--- config.mk ---
export PLATFORM = sky130hd
export DESIGN_NAME = dram_bank_write
export DESIGN_NICKNAME = d
export VERILOG_FILES = /design/src/rtl/dram_pkg.sv /design/src/rtl/dram_row_array.sv /design/src/rtl/dram_bank_write.sv
export SDC_FILE = /design/constraint.sdc
export NUM_CORES = 1
export LEC_CHECK = 0
export ABC_AREA = 0
export BUFFER_PORTS_ARGS = -buffer_cell sky130_fd_sc_hd__buf_4
export CAP_MARGIN = 20
export CORE_UTILIZATION = 29
export DETAILED_ROUTE_END_ITERATION = 10
export GPL_ROUTABILITY_DRIVEN = 0
export HOLD_SLACK_MARGIN = 0.03
export PLACE_DENSITY = 0.49
export SYNTH_ARGS = -nofsm -noshare
export SYNTH_HDL_FRONTEND = slang
export SYNTH_SLANG_ARGS = --single-unit
export TNS_END_PERCENT = 30
--- constraint.sdc ---
create_clock -name clk -period 2.66 [get_ports clk]
set_input_delay 0.532 -clock clk [delete_from_list [all_inputs] [get_ports clk]]
set_output_delay 0.532 -clock clk [all_outputs]
set_load 0.03 [all_outputs]
--- src/rtl/dram_pkg.sv ---
// Shared DRAM bank definitions: default geometry and the bank FSM state encoding,
// used by both the write bank and the read bank model.
package dram_pkg;

    localparam int DEF_ROW_BITS   = 4;
    localparam int DEF_DATA_WIDTH = 32;
    localparam int DEF_NUM_ROWS   = 16;

    typedef enum logic [1:0] {
        IDLE      = 2'd0,
        PRECHARGE = 2'd1,
        ACTIVATE  = 2'd2,
        WRITE     = 2'd3
    } bank_state_t;

endpackage

--- src/rtl/dram_row_array.sv ---
// Row storage for one bank: NUM_ROWS x DATA_WIDTH flops with a synchronous write
// port, a combinational read port and a synchronous clear.
module dram_row_array
    import dram_pkg::*;
#(
    parameter int ROW_BITS   = DEF_ROW_BITS,
    parameter int DATA_WIDTH = DEF_DATA_WIDTH,
    parameter int NUM_ROWS   = DEF_NUM_ROWS
) (
    input  logic                  clk,
    input  logic                  reset,
    input  logic                  wr_en,
    input  logic [ROW_BITS-1:0]   wr_row,
    input  logic [DATA_WIDTH-1:0] wr_data,
    input  logic [ROW_BITS-1:0]   rd_row,
    output logic [DATA_WIDTH-1:0] rd_data
);

    logic [DATA_WIDTH-1:0] mem [NUM_ROWS];

    // Clear wins over a write in the same cycle, so an aborted WRITE leaves no trace.
    always_ff @(posedge clk) begin
        if (reset) begin
            for (int i = 0; i < NUM_ROWS; i++) begin
                mem[i] <= '0;
            end
        end else if (wr_en) begin
            mem[wr_row] <= wr_data;
        end
    end

    assign rd_data = mem[rd_row];

endmodule

--- src/rtl/dram_bank_write.sv ---
// Write side of a single open-page DRAM bank: accepts one write request at a time and
// sequences PRECHARGE / ACTIVATE / WRITE depending on the currently open row.
module dram_bank_write
    import dram_pkg::*;
#(
    parameter int ROW_BITS   = DEF_ROW_BITS,
    parameter int DATA_WIDTH = DEF_DATA_WIDTH,
    parameter int NUM_ROWS   = DEF_NUM_ROWS
) (
    input  logic                  clk,
    input  logic                  reset,
    input  logic [ROW_BITS-1:0]   row_num,
    input  logic [DATA_WIDTH-1:0] input_data,
    input  logic                  input_valid,
    output logic                  input_ready,
    output logic                  write_done,
    output logic [ROW_BITS-1:0]   open_row,
    output logic                  open_row_valid,
    input  logic [ROW_BITS-1:0]   rd_row,
    output logic [DATA_WIDTH-1:0] rd_data
);

    bank_state_t           state_q;
    bank_state_t           next_state;
    logic [ROW_BITS-1:0]   req_row_q;
    logic [DATA_WIDTH-1:0] req_data_q;
    logic [ROW_BITS-1:0]   open_row_q;
    logic                  open_row_valid_q;
    logic                  write_done_q;
    logic                  accept;
    logic                  wr_en;

    assign input_ready = (state_q == IDLE);
    assign accept      = input_valid && input_ready;
    assign wr_en       = (state_q == WRITE);

    // Hit/miss is decided against the incoming row, which is the row latched at this edge.
    always_comb begin
        next_state = state_q;
        unique case (state_q)
            IDLE: begin
                if (accept) begin
                    if (!open_row_valid_q) begin
                        next_state = ACTIVATE;
                    end else if (open_row_q == row_num) begin
                        next_state = WRITE;
                    end else begin
                        next_state = PRECHARGE;
                    end
                end
            end
            PRECHARGE: next_state = ACTIVATE;
            ACTIVATE:  next_state = WRITE;
            WRITE:     next_state = IDLE;
            default:   next_state = IDLE;
        endcase
    end

    always_ff @(posedge clk) begin
        if (reset) begin
            state_q          <= IDLE;
            req_row_q        <= '0;
            req_data_q       <= '0;
            open_row_q       <= '0;
            open_row_valid_q <= 1'b0;
            write_done_q     <= 1'b0;
        end else begin
            state_q      <= next_state;
            write_done_q <= (state_q == WRITE);
            if (accept) begin
                req_row_q  <= row_num;
                req_data_q <= input_data;
            end
            // The row stays open after a write; only a miss closes it.
            if (state_q == PRECHARGE) begin
                open_row_valid_q <= 1'b0;
            end
            if (state_q == ACTIVATE) begin
                open_row_q       <= req_row_q;
                open_row_valid_q <= 1'b1;
            end
        end
    end

    assign write_done     = write_done_q;
    assign open_row       = open_row_q;
    assign open_row_valid = open_row_valid_q;

    dram_row_array #(
        .ROW_BITS   (ROW_BITS),
        .DATA_WIDTH (DATA_WIDTH),
        .NUM_ROWS   (NUM_ROWS)
    ) u_rows (
        .clk     (clk),
        .reset   (reset),
        .wr_en   (wr_en),
        .wr_row  (req_row_q),
        .wr_data (req_data_q),
        .rd_row  (rd_row),
        .rd_data (rd_data)
    );

endmodule

==> results of run 1 <==
## sequential cells by signal, indices dropped and copies added, names as in the netlist
signal,count
open_row,4
open_row_valid,1
req_data_q,32
req_row_q,4
state_q,2
u_rows.mem,512
write_done,1
## metal layers
| metal | up-vias | routed length, um |
|---|---|---|
| li1 | 6130 | - |
| met1 | 7254 | 32260 |
| met2 | 350 | 36020 |
| met3 | 79 | 3336 |
| met4 | 0 | 1296 |
| met5 | - | 0 |
## through the flow
step | util [%] | instance area, sq um | instances
after floorplan | - | 24440 | 1615
after global placement | 32.62 | 27260 | 2741
after detailed placement | 32.62 | 27260 | 2741
after CTS | 35.02 | 29260 | 2853
after global routing | 35.18 | 29400 | 2861
final | 35.19 | 29400 | 2864
## kinds of logic after synthesis
logic type,count (synthesis)
AO/OA/AOI/OAI,104
multiplexers,133
XOR/XNOR,4
buffers and inverters,142
flip-flops,556
adder cells (fa/ha/maj),4
AND/OR/NAND/NOR,672
## cells in the mapped netlist (all sizes together)
cell type / instances
and2: 514
edfxtp: 512
mux4: 128
clkbuf: 127
nand2: 107
a22oi: 64
dfxtp: 44
a21oi: 36
nor2: 19
or2: 16
buf: 13
mux2i: 5
nor2b: 5
ha: 4
nor3: 4
xnor2: 4
a211oi: 2
inv: 2
nand2b: 2
nand4bb: 2
a41oi: 1
nand3b: 1
nand4b: 1
o41ai: 1
or4b: 1
## repair_timing
item,in CTS,in global routing
gates cloned,2,2
pin swaps,3,4
gates resized for setup,21,12
setup endpoints to repair,27,28
buffers inserted,2,6
## power breakdown
part | switching [mW] | internal, mW
Sequential | 0.462 | 9.91
Clock | 3.47 | 4.33
Combinational | 1.26 | 0.853
Total | 5.19 | 15.1
## final timing paths
check / end / slack, ns / cells after the start
worst max-delay path: rd_data[29] / 0.07 / 5
worst min-delay path: req_data_q[23] / 0.16 / 3
worst max register to register: u_rows.mem[4][1] / 0.40 / 5
worst min register to register: req_row_q[0] / 0.48 / 2
## worst max-delay path, delay by kind of cell (launching register included)
| kind | cells | cell delay (ns) |
|---|---|---|
| buffers and inverters | 2 | 0.30 |
| muxes | 1 | 0.48 |
| and+or+nand+nor | 1 | 0.08 |
| DFF | 1 | 0.36 |
| AOI/OAI and AO/OA | 1 | 0.20 |
## cell type report
class	instances	share of cell area (%)
Tap cell	1080	4.596
Multi-Input combinational cell	917	26.69
Clock inverter	31	0.7447
Antenna cell	3	0.02553
Sequential cell	556	55.29
Clock buffer	77	5.451
Inverter	2	0.02553
Timing Repair Buffer	198	7.183
==> results.py, run 1 <==
metrics = {
    "run_status": {
        "outcome": "complete, no violations",
    },
    "pwr": {
        "power_mw": 20.29,
        "p_per_area_nw_per_um2": 690.2,
        "vdd_drop_max_mv": 0.4975,
        "leakagePower_nw": 10.67,
    },
    "routing": {
        "drt-initial-drc-count": 1078,
        "drc": 0,
        "drt_pass1_iterations": 5,
        "routedWlPerCell_um": 25.46,
        "viasPerCell": 4.823,
        "drt-total-wl_mm": 72.91,
        "vias": 13810,
        "postRouteAntennaNets": 0,
    },
    "global_routing": {
        "grt-busiest-layer": "met2",
        "antenna_found_initial": 3,
        "grtUsageMet2_pct": 28.81,
        "first_global_vias": 14490,
        "grt_use_total_pct": 17.02,
        "grt_use_met3_pct": 2.830,
        "grt_pass1_wl_mm": 104.1,
        "grt_max_degree": 43,
        "use_met1_pct": 22.77,
        "overflow": 0,
    },
    "timing": {
        "setup_tns_ns": 0,
        "rsz0062_at_grt": "true",
        "slew_viol_final": 0,
        "setup_viol": 0,
        "period_minus_slack_ns": 2.594,
        "tightest_slew_ns": 0.6623,
        "skew_ns": 0.04358,
        "period_share_pct": 97.52,
        "fin_worst_hold_slack_ns": 0.1555,
        "hold_viol": 0,
        "slew_headroom_pct": 55.74,
        "fmax_ghz": 0.3855,
        "setup_slack_ns": 0.06602,
    },
    "yosys": {
        "synthAdderAreaFrac_pct": 0.2048,
        "ys_seq_area_share_pct": 66.51,
        "synthSimpleGateAreaFrac_pct": 16.05,
        "synth_top_area_share_pct": 62.91,
        "syn-num-nets": 1662,
        "synth_top_area_cell": "edfxtp_1",
        "ys_ff_latch": 556,
        "postSynthAreaPerCell_sq_um": 15.13,
        "synth_top_family_by_area": "simple AND/OR/NAND/NOR gates",
        "yosys_warnings": 0,
        "synthMuxAreaShare_pct": 12.00,
        "synthCells": 1615,
        "synth-compound-area-share_pct": 2.836,
        "syn_area_sq_um": 24440,
        "synth_xor_xnor_area_share_pct": 0.1433,
        "synthTopCellsByArea": "edfxtp_1 63%, and2_1 13%, mux4_2 12%",
        "synthDistinctLibCells": 27,
    },
    "die": {
        "rows": 106,
        "die_y_um": 292.3,
        "fp.dieW_um": 292.3,
        "start_util_pct": 29.25,
        "fp.dieArea_sq_um": 85440,
        "core_area_sq_um": 83560,
        "num_io_pins": 82,
    },
    "cells_and_area": {
        "ff_latch_area_sq_um": 16260,
        "finalNetCount": 1780,
        "final_cell_mix": "512 x and2_1, 512 x edfxtp_1, 147 x buf_4",
        "nFillCells": 7972,
        "multi_input_area_sq_um": 7848,
        "area_growth_pct": 20.31,
        "drive_above_1_share_pct": 26.73,
    },
    "critical_path": {
        "slowest_delay_ns": 0.48,
        "crit_type": "reg2out",
        "critPathArrivalTime_ns": 2.06,
        "cp.required_ns": 2.13,
        "path_cells": "mux4_2 > a22oi_2 > buf_4 > nand2_2 > buf_6",
        "regToRegStartpoint": "state_q[1]",
        "startpoint": "u_rows.mem[2][29]",
        "cp_max_fo": 1,
        "setup.worst_path.start_class": "register",
        "crit_slowest_cell": "mux4_2",
        "worst_setup_path_end_kind": "primary output",
    },
    "clocking": {
        "numCtsBuffers": 58,
        "cts-root-buf": "clkbuf_16",
        "cts_hold_buf": 0,
        "cts_max_level": 2,
        "cts.path.max_buffers": 3,
        "clkLatencyLatePin_ns": 0.64,
        "cts.sinks": 556,
        "cts_tree": "built",
        "clk_pin_slew_worst_paths_ns": 0.06,
    },
    "hold_path": {
        "min-delay-start": "input_data[23]",
        "min_path_type": "in2reg",
    },
    "placed_design": {
        "dp.final_hpwl_mm": 42.95,
        "place.port_buffers": 81,
        "dp_slack_ns": -0.1083,
    },
    "job": {
        "cap_violations": 0,
    },
}
Power figures use the tool's default switching activity.
==> run 2, diff against run 1 <==
--- a/config.mk
+++ b/config.mk
@@ -12,7 +12,7 @@
 export DETAILED_ROUTE_END_ITERATION = 10
 export GPL_ROUTABILITY_DRIVEN = 0
 export HOLD_SLACK_MARGIN = 0.03
-export PLACE_DENSITY = 0.49
+export PLACE_DENSITY = 0.51
 export SYNTH_ARGS = -nofsm -noshare
 export SYNTH_HDL_FRONTEND = slang
 export SYNTH_SLANG_ARGS = --single-unit
==> constraint.sdc (replaced) <==
create_clock -name clk -period 2.3 [get_ports clk]
set_input_delay 0.46 -clock clk [delete_from_list [all_inputs] [get_ports clk]]
set_output_delay 0.46 -clock clk [all_outputs]
set_load 0.03 [all_outputs]
==> run 2 against run 1 <==
Net effect: the flow now finishes with violations (negative setup slack); register-to-register slack got worse by 0.28 ns; sequential share of layout area decreased by 1.1 points; flip-flop and latch count unchanged; combinational power increased by 21%; non-clock buffer count increased by 31; clock power increased by 18%; global-route usage decreased by 0.10 points; wire length decreased by 1.1%; setup slack got worse by 0.29 ns; critical path depth decreased by 1; power increased by 17%; die area unchanged.
==> results.py, run 2 (same netlist as run 1, synthesis figures left out) <==
metrics = {
    "timing": {
        "slew_viol_final": 0,
        "skew_ns": 0.04628,
        "period_minus_slack_ns": 2.520,
        "rsz0062_at_grt": "true",
        "period_share_pct": 109.6,
        "setup_slack_ns": -0.2198,
        "setup_viol": 32,
        "slew_headroom_pct": 49.48,
        "tightest_slew_ns": 0.7561,
        "fmax_ghz": 0.3969,
        "hold_viol": 0,
    },
    "job": {
        "cap_violations": 0,
    },
    "die": {
        "fp.dieW_um": 292.3,
        "num_io_pins": 82,
        "start_util_pct": 29.25,
        "rows": 106,
        "die_y_um": 292.3,
        "core_area_sq_um": 83560,
        "fp.dieArea_sq_um": 85440,
    },
    "clocking": {
        "cts_hold_buf": 0,
        "clk_pin_slew_worst_paths_ns": 0.06,
        "cts_tree": "built",
        "numCtsBuffers": 59,
        "cts.sinks": 556,
        "cts-root-buf": "clkbuf_16",
        "cts_max_level": 2,
        "cts.path.max_buffers": 3,
        "clkLatencyLatePin_ns": 0.65,
    },
    "hold_path": {
        "min_path_type": "in2reg",
    },
    "critical_path": {
        "crit_type": "reg2out",
        "regToRegStartpoint": "state_q[1]",
        "r2r_cells": 5,
        "crit_slowest_cell": "mux4_2",
        "setup.worst_path.start_class": "register",
        "path_cells": "mux4_2 > a22oi_2 > nand2_2 > buf_6",
        "critPathArrivalTime_ns": 2.06,
        "r2r_slack_ns": 0.12,
        "cp_max_fo": 1,
        "cp-endpoint": "rd_data[30]",
        "startpoint": "u_rows.mem[3][30]",
        "worst_setup_path_end_kind": "primary output",
        "r2r_end": "u_rows.mem[8][29]",
        "cp.required_ns": 1.84,
        "slowest_delay_ns": 0.49,
    },
    "placed_design": {
        "dp_slack_ns": -0.3641,
        "place.port_buffers": 81,
        "placed_area_sq_um": 27560,
        "dp.final_hpwl_mm": 43.63,
    },
    "global_routing": {
        "overflow": 0,
        "grt_use_total_pct": 16.91,
        "grt_max_degree": 33,
        "grt_pass1_wl_mm": 104.7,
        "antenna_found_initial": 3,
        "first_global_vias": 14680,
    },
    "routing": {
        "drt_pass1_iterations": 5,
        "drt-initial-drc-count": 1173,
        "routedWlPerCell_um": 24.92,
        "postRouteAntennaNets": 0,
        "vias": 14190,
        "viasPerCell": 4.903,
        "drc": 0,
        "drt-total-wl_mm": 72.14,
    },
    "cells_and_area": {
        "reg.largest.list": "u_rows.mem: 512 flops, req_data_q: 32 flops",
        "top_register": "u_rows.mem",
        "drive_above_1_share_pct": 29.59,
        "finalNetCount": 1812,
        "n_antenna_cell": 0,
        "final_cell_area_sq_um": 29980,
        "final_cell_mix": "512 x and2_1, 512 x edfxtp_1, 152 x buf_4",
        "nFillCells": 7937,
        "largest_reg_flops": 512,
        "area_growth_pct": 22.65,
    },
    "run_status": {
        "violations": "negative setup slack",
        "outcome": "finished, violations left",
    },
    "pwr": {
        "vdd_drop_max_mv": 0.6082,
        "leakagePower_nw": 10.90,
        "p_per_area_nw_per_um2": 792.8,
    },
}
run 2: cell types whose count changed in the layout (fill, tap and decap cells not counted), sizes merged:
cell / previous run / this run
diode: 3 / 0
inv: 4 / 3
clkbuf: 79 / 90
buf: 196 / 226
clkinv: 25 / 21
bufbuf: 0 / 1
clkinvlp: 3 / 0
run 2: worst min path at each step:
stage                         from             end  slack, ns  cells past startpoint
floorplan             req_row_q[1]    req_row_q[1]       0.48                      2
global placement        state_q[1]      state_q[1]       0.51                      2
detailed placement      state_q[1]      state_q[1]       0.53                      2
CTS                  input_data[9]   req_data_q[9]       0.03                      3
global route         input_data[7]   req_data_q[7]       0.05                      3
finish              input_data[28]  req_data_q[28]       0.07                      3
run 2: stage by stage:
stage | utilization (%) | power (mW) | hold slack, ns | TNS [ns] | std cells
finish | 35.88 | 23.76 | 0.06635 | -4.912 | 2895
global route | 35.88 | 24.57 | 0.05159 | -7.257 | 2895
CTS | 35.66 | 24.00 | 0.03179 | -6.433 | 2883
detailed placement | 32.99 | 14.69 | 0.5251 | -8.763 | 2768
global placement | 32.96 | 14.63 | 0.5129 | -10.07 | 2767
floorplan | - | 13.34 | 0.4821 | 0 | 1615
run 2: critical path, delay by kind of cell, from the launching register on:
kind,cells,cell delay [ns]
muxes,1,0.49
and+or+nand+nor,1,0.09
AOI/OAI and AO/OA,1,0.29
buffers and inverters,1,0.15
DFF,1,0.38
run 2: report_power, final:
| group | leakage, nW | total [mW] | switching, mW | internal, mW |
|---|---|---|---|---|
| Sequential | 5.65 | 12.0 | 0.529 | 11.5 |
| Clock | 0.918 | 9.20 | 4.04 | 5.16 |
| Combinational | 4.34 | 2.57 | 1.50 | 1.08 |
| Total | 10.9 | 23.8 | 6.06 | 17.7 |
run 2: final cells by class:
class | instances | area (sq um) | share of cell area [%]
clock buffer | 88 | 1675 | 5.589
multi-input combinational | 917 | 7993 | 26.66
tap | 1080 | 1351 | 4.508
timing repair buffer | 229 | 2506 | 8.360
sequential | 556 | 16260 | 54.23
inverter | 2 | 7.507 | 0.02504
clock inverter | 23 | 187.7 | 0.6261
run 2: per-layer routing:
layer / share of wire [%] / GRT usage (%) / vias up
li1: - / - / 6198
met1: 44 / 23.12 / 7521
met2: 49 / 28.51 / 388
met3: 4.9 / 2.572 / 86
met4: 1.6 / 3.397 / 0
met5: 0 / 0 / -
run 2: timing repair:
action                     4_1_cts  5_1_grt
buffers inserted                 5       11
setup endpoints to repair       32       35
resized for setup               69       19
cloned                           1        1
pin swaps                       35       15
==> run 3, diff against run 2 <==
--- a/config.mk
+++ b/config.mk
@@ -16,4 +16,3 @@
 export SYNTH_ARGS = -nofsm -noshare
 export SYNTH_HDL_FRONTEND = slang
 export SYNTH_SLANG_ARGS = --single-unit
-export TNS_END_PERCENT = 30
==> run 3 against run 2 <==
Net effect: the run still ends with negative setup slack left; register-to-register slack barely moved; cell count barely moved; combinational power is essentially flat; first-iteration DRC count shrank 1.8%; final area is 0.23% higher; sequential power about the same; clock skew shrank 0.0013 ns; non-clock buffer count increased by 1; highest routed layer unchanged.
==> results.py, run 3 (same netlist as run 1, synthesis figures left out) <==
metrics = {
    "routing": {
        "routedWlPerCell_um": 24.94,
        "postRouteAntennaNets": 0,
        "viasPerCell": 4.863,
        "vias": 14080,
        "drt-total-wl_mm": 72.22,
        "drt_pass1_iterations": 5,
        "drt-initial-drc-count": 1152,
        "drc": 0,
    },
    "timing": {
        "rsz0062_at_grt": "true",
        "setup_viol": 32,
        "slew_viol_final": 0,
        "period_share_pct": 110.1,
        "tightest_slew_ns": 0.6348,
        "fin_worst_hold_slack_ns": 0.06366,
        "period_minus_slack_ns": 2.533,
        "skew_ns": 0.04493,
        "setup_slack_ns": -0.2329,
        "slew_headroom_pct": 57.62,
        "fmax_ghz": 0.3948,
        "hold_viol": 0,
    },
    "critical_path": {
        "cp_max_fo": 1,
        "setup.worst_path.start_class": "register",
        "path_cells": "mux4_2 > a22oi_2 > nand2_2 > buf_6",
        "cp.required_ns": 1.84,
        "critPathArrivalTime_ns": 2.07,
        "crit_slowest_cell": "mux4_2",
        "slowest_delay_ns": 0.49,
        "crit_buf_inv": 1,
        "worst_setup_path_end_kind": "primary output",
        "crit_type": "reg2out",
        "crit_family": "multiplexers",
    },
    "die": {
        "core_area_sq_um": 83560,
        "rows": 106,
        "fp.dieArea_sq_um": 85440,
        "num_io_pins": 82,
        "start_util_pct": 29.25,
        "fp.dieW_um": 292.3,
        "die_y_um": 292.3,
    },
    "clocking": {
        "clkLatencyLatePin_ns": 0.65,
        "cts-root-buf": "clkbuf_16",
        "numCtsBuffers": 59,
        "cts.sinks": 556,
        "cts_tree": "built",
        "cts_max_level": 2,
        "clk_pin_slew_worst_paths_ns": 0.06,
        "cts.path.max_buffers": 3,
    },
    "pwr": {
        "power.switching_mw": 6.078,
        "power_mw": 23.80,
        "sw_frac_of_total_pct": 25.54,
        "p_seq_share_pct": 50.4,
        "p_per_area_nw_per_um2": 792.0,
        "vdd_drop_max_mv": 0.6141,
        "p_int_mw": 17.72,
        "leakagePower_nw": 10.92,
        "p_clk_share_pct": 38.7,
        "comb_power_share_pct": 10.9,
    },
    "run_status": {
        "outcome": "finished, violations left",
        "violations": "negative setup slack",
    },
    "cells_and_area": {
        "multi_input_area_sq_um": 8003,
        "n_antenna_cell": 0,
        "final_cell_mix": "512 x and2_1, 512 x edfxtp_1, 146 x buf_4",
        "top_register": "u_rows.mem",
        "finalNetCount": 1813,
        "area_growth_pct": 22.94,
        "final_cell_area_sq_um": 30050,
        "drive_above_1_share_pct": 29.79,
        "ff_latch_area_sq_um": 16260,
        "largest_reg_flops": 512,
        "nFillCells": 7933,
        "reg.largest.list": "u_rows.mem: 512 flops, req_data_q: 32 flops",
    },
    "job": {
        "cap_violations": 0,
    },
    "placed_design": {
        "dp.final_hpwl_mm": 43.63,
        "place.port_buffers": 81,
        "placed_area_sq_um": 27560,
    },
    "global_routing": {
        "overflow": 0,
        "first_global_vias": 14690,
        "grt_pass1_wl_mm": 104.7,
        "antenna_found_initial": 3,
        "grt_use_total_pct": 16.92,
        "grt_max_degree": 33,
    },
    "hold_path": {
        "min_path_type": "in2reg",
    },
}
[run 3: changes by cell type in the layout (fill, tap and decap cells not counted), sizes merged]
cell	previous run	this run
clkbuf	90	91
[run 3: power by group through the flow]
stage | logic, mW | clock network [mW] | registers, mW
after global routing | 2.76 | 9.75 | 12.1
after floorplan | 1.46 | 0 | 11.9
after detailed placement | 2.47 | 0 | 12.2
final | 2.59 | 9.21 | 12.0
after CTS | 2.60 | 9.41 | 12.0
after global placement | 2.45 | 0 | 12.2
[run 3: per-stage QoR]
stage                     util (%)  cells  TNS (ns)  setup WS [ns]
final                        35.96   2896    -4.691        -0.2329
after global routing         35.96   2896    -7.101        -0.3039
after CTS                    35.75   2887    -6.284        -0.2573
after detailed placement     32.99   2768    -8.763        -0.3641
after global placement       32.96   2767    -10.07        -0.3631
after floorplan                  -   1615         0        0.02027
[run 3: path summary, 6_finish.rpt]
path	from	to	slack, ns	depth (start not counted)
worst min-delay path	input_data[7]	req_data_q[7]	0.06	3
worst max register to register	state_q[1]	u_rows.mem[8][29]	0.13	5
worst max-delay path	u_rows.mem[3][30]	rd_data[30]	-0.23	4
worst min register to register	state_q[1]	state_q[1]	0.53	2
[run 3: layout make-up]
type                    count  area share [%]
repair buffers            230           8.541
inverters                   2         0.02499
well taps                1080           4.497
clock inverters            23          0.6246
clock buffers              88           5.576
flip-flops and latches    556           54.10
multi-input cells         917           26.63
[run 3: timing repair]
| item | 4_1_cts | 5_1_grt |
|---|---|---|
| gates resized for setup | 82 | 15 |
| gates cloned | 1 | 2 |
| setup buffers | 9 | 7 |
| pin swaps | 43 | 11 |
| hold buffers | 0 | 0 |
| setup endpoints to repair | 32 | 35 |
[run 3: per-layer routing]
metal	vias to the layer above	GRT usage (%)	wire length (um)	share of wire (%)
li1	6201	-	-	-
met1	7387	23.20	32040	44
met2	411	28.59	35490	49
met3	83	2.504	3635	5.0
met4	0	3.192	1052	1.5
met5	-	0	0	0
[run 3: tightest hold or removal path: stages]
cell	delay, ns
buf_4	0.11
nand2_1	0.05
a21oi_1	0.05
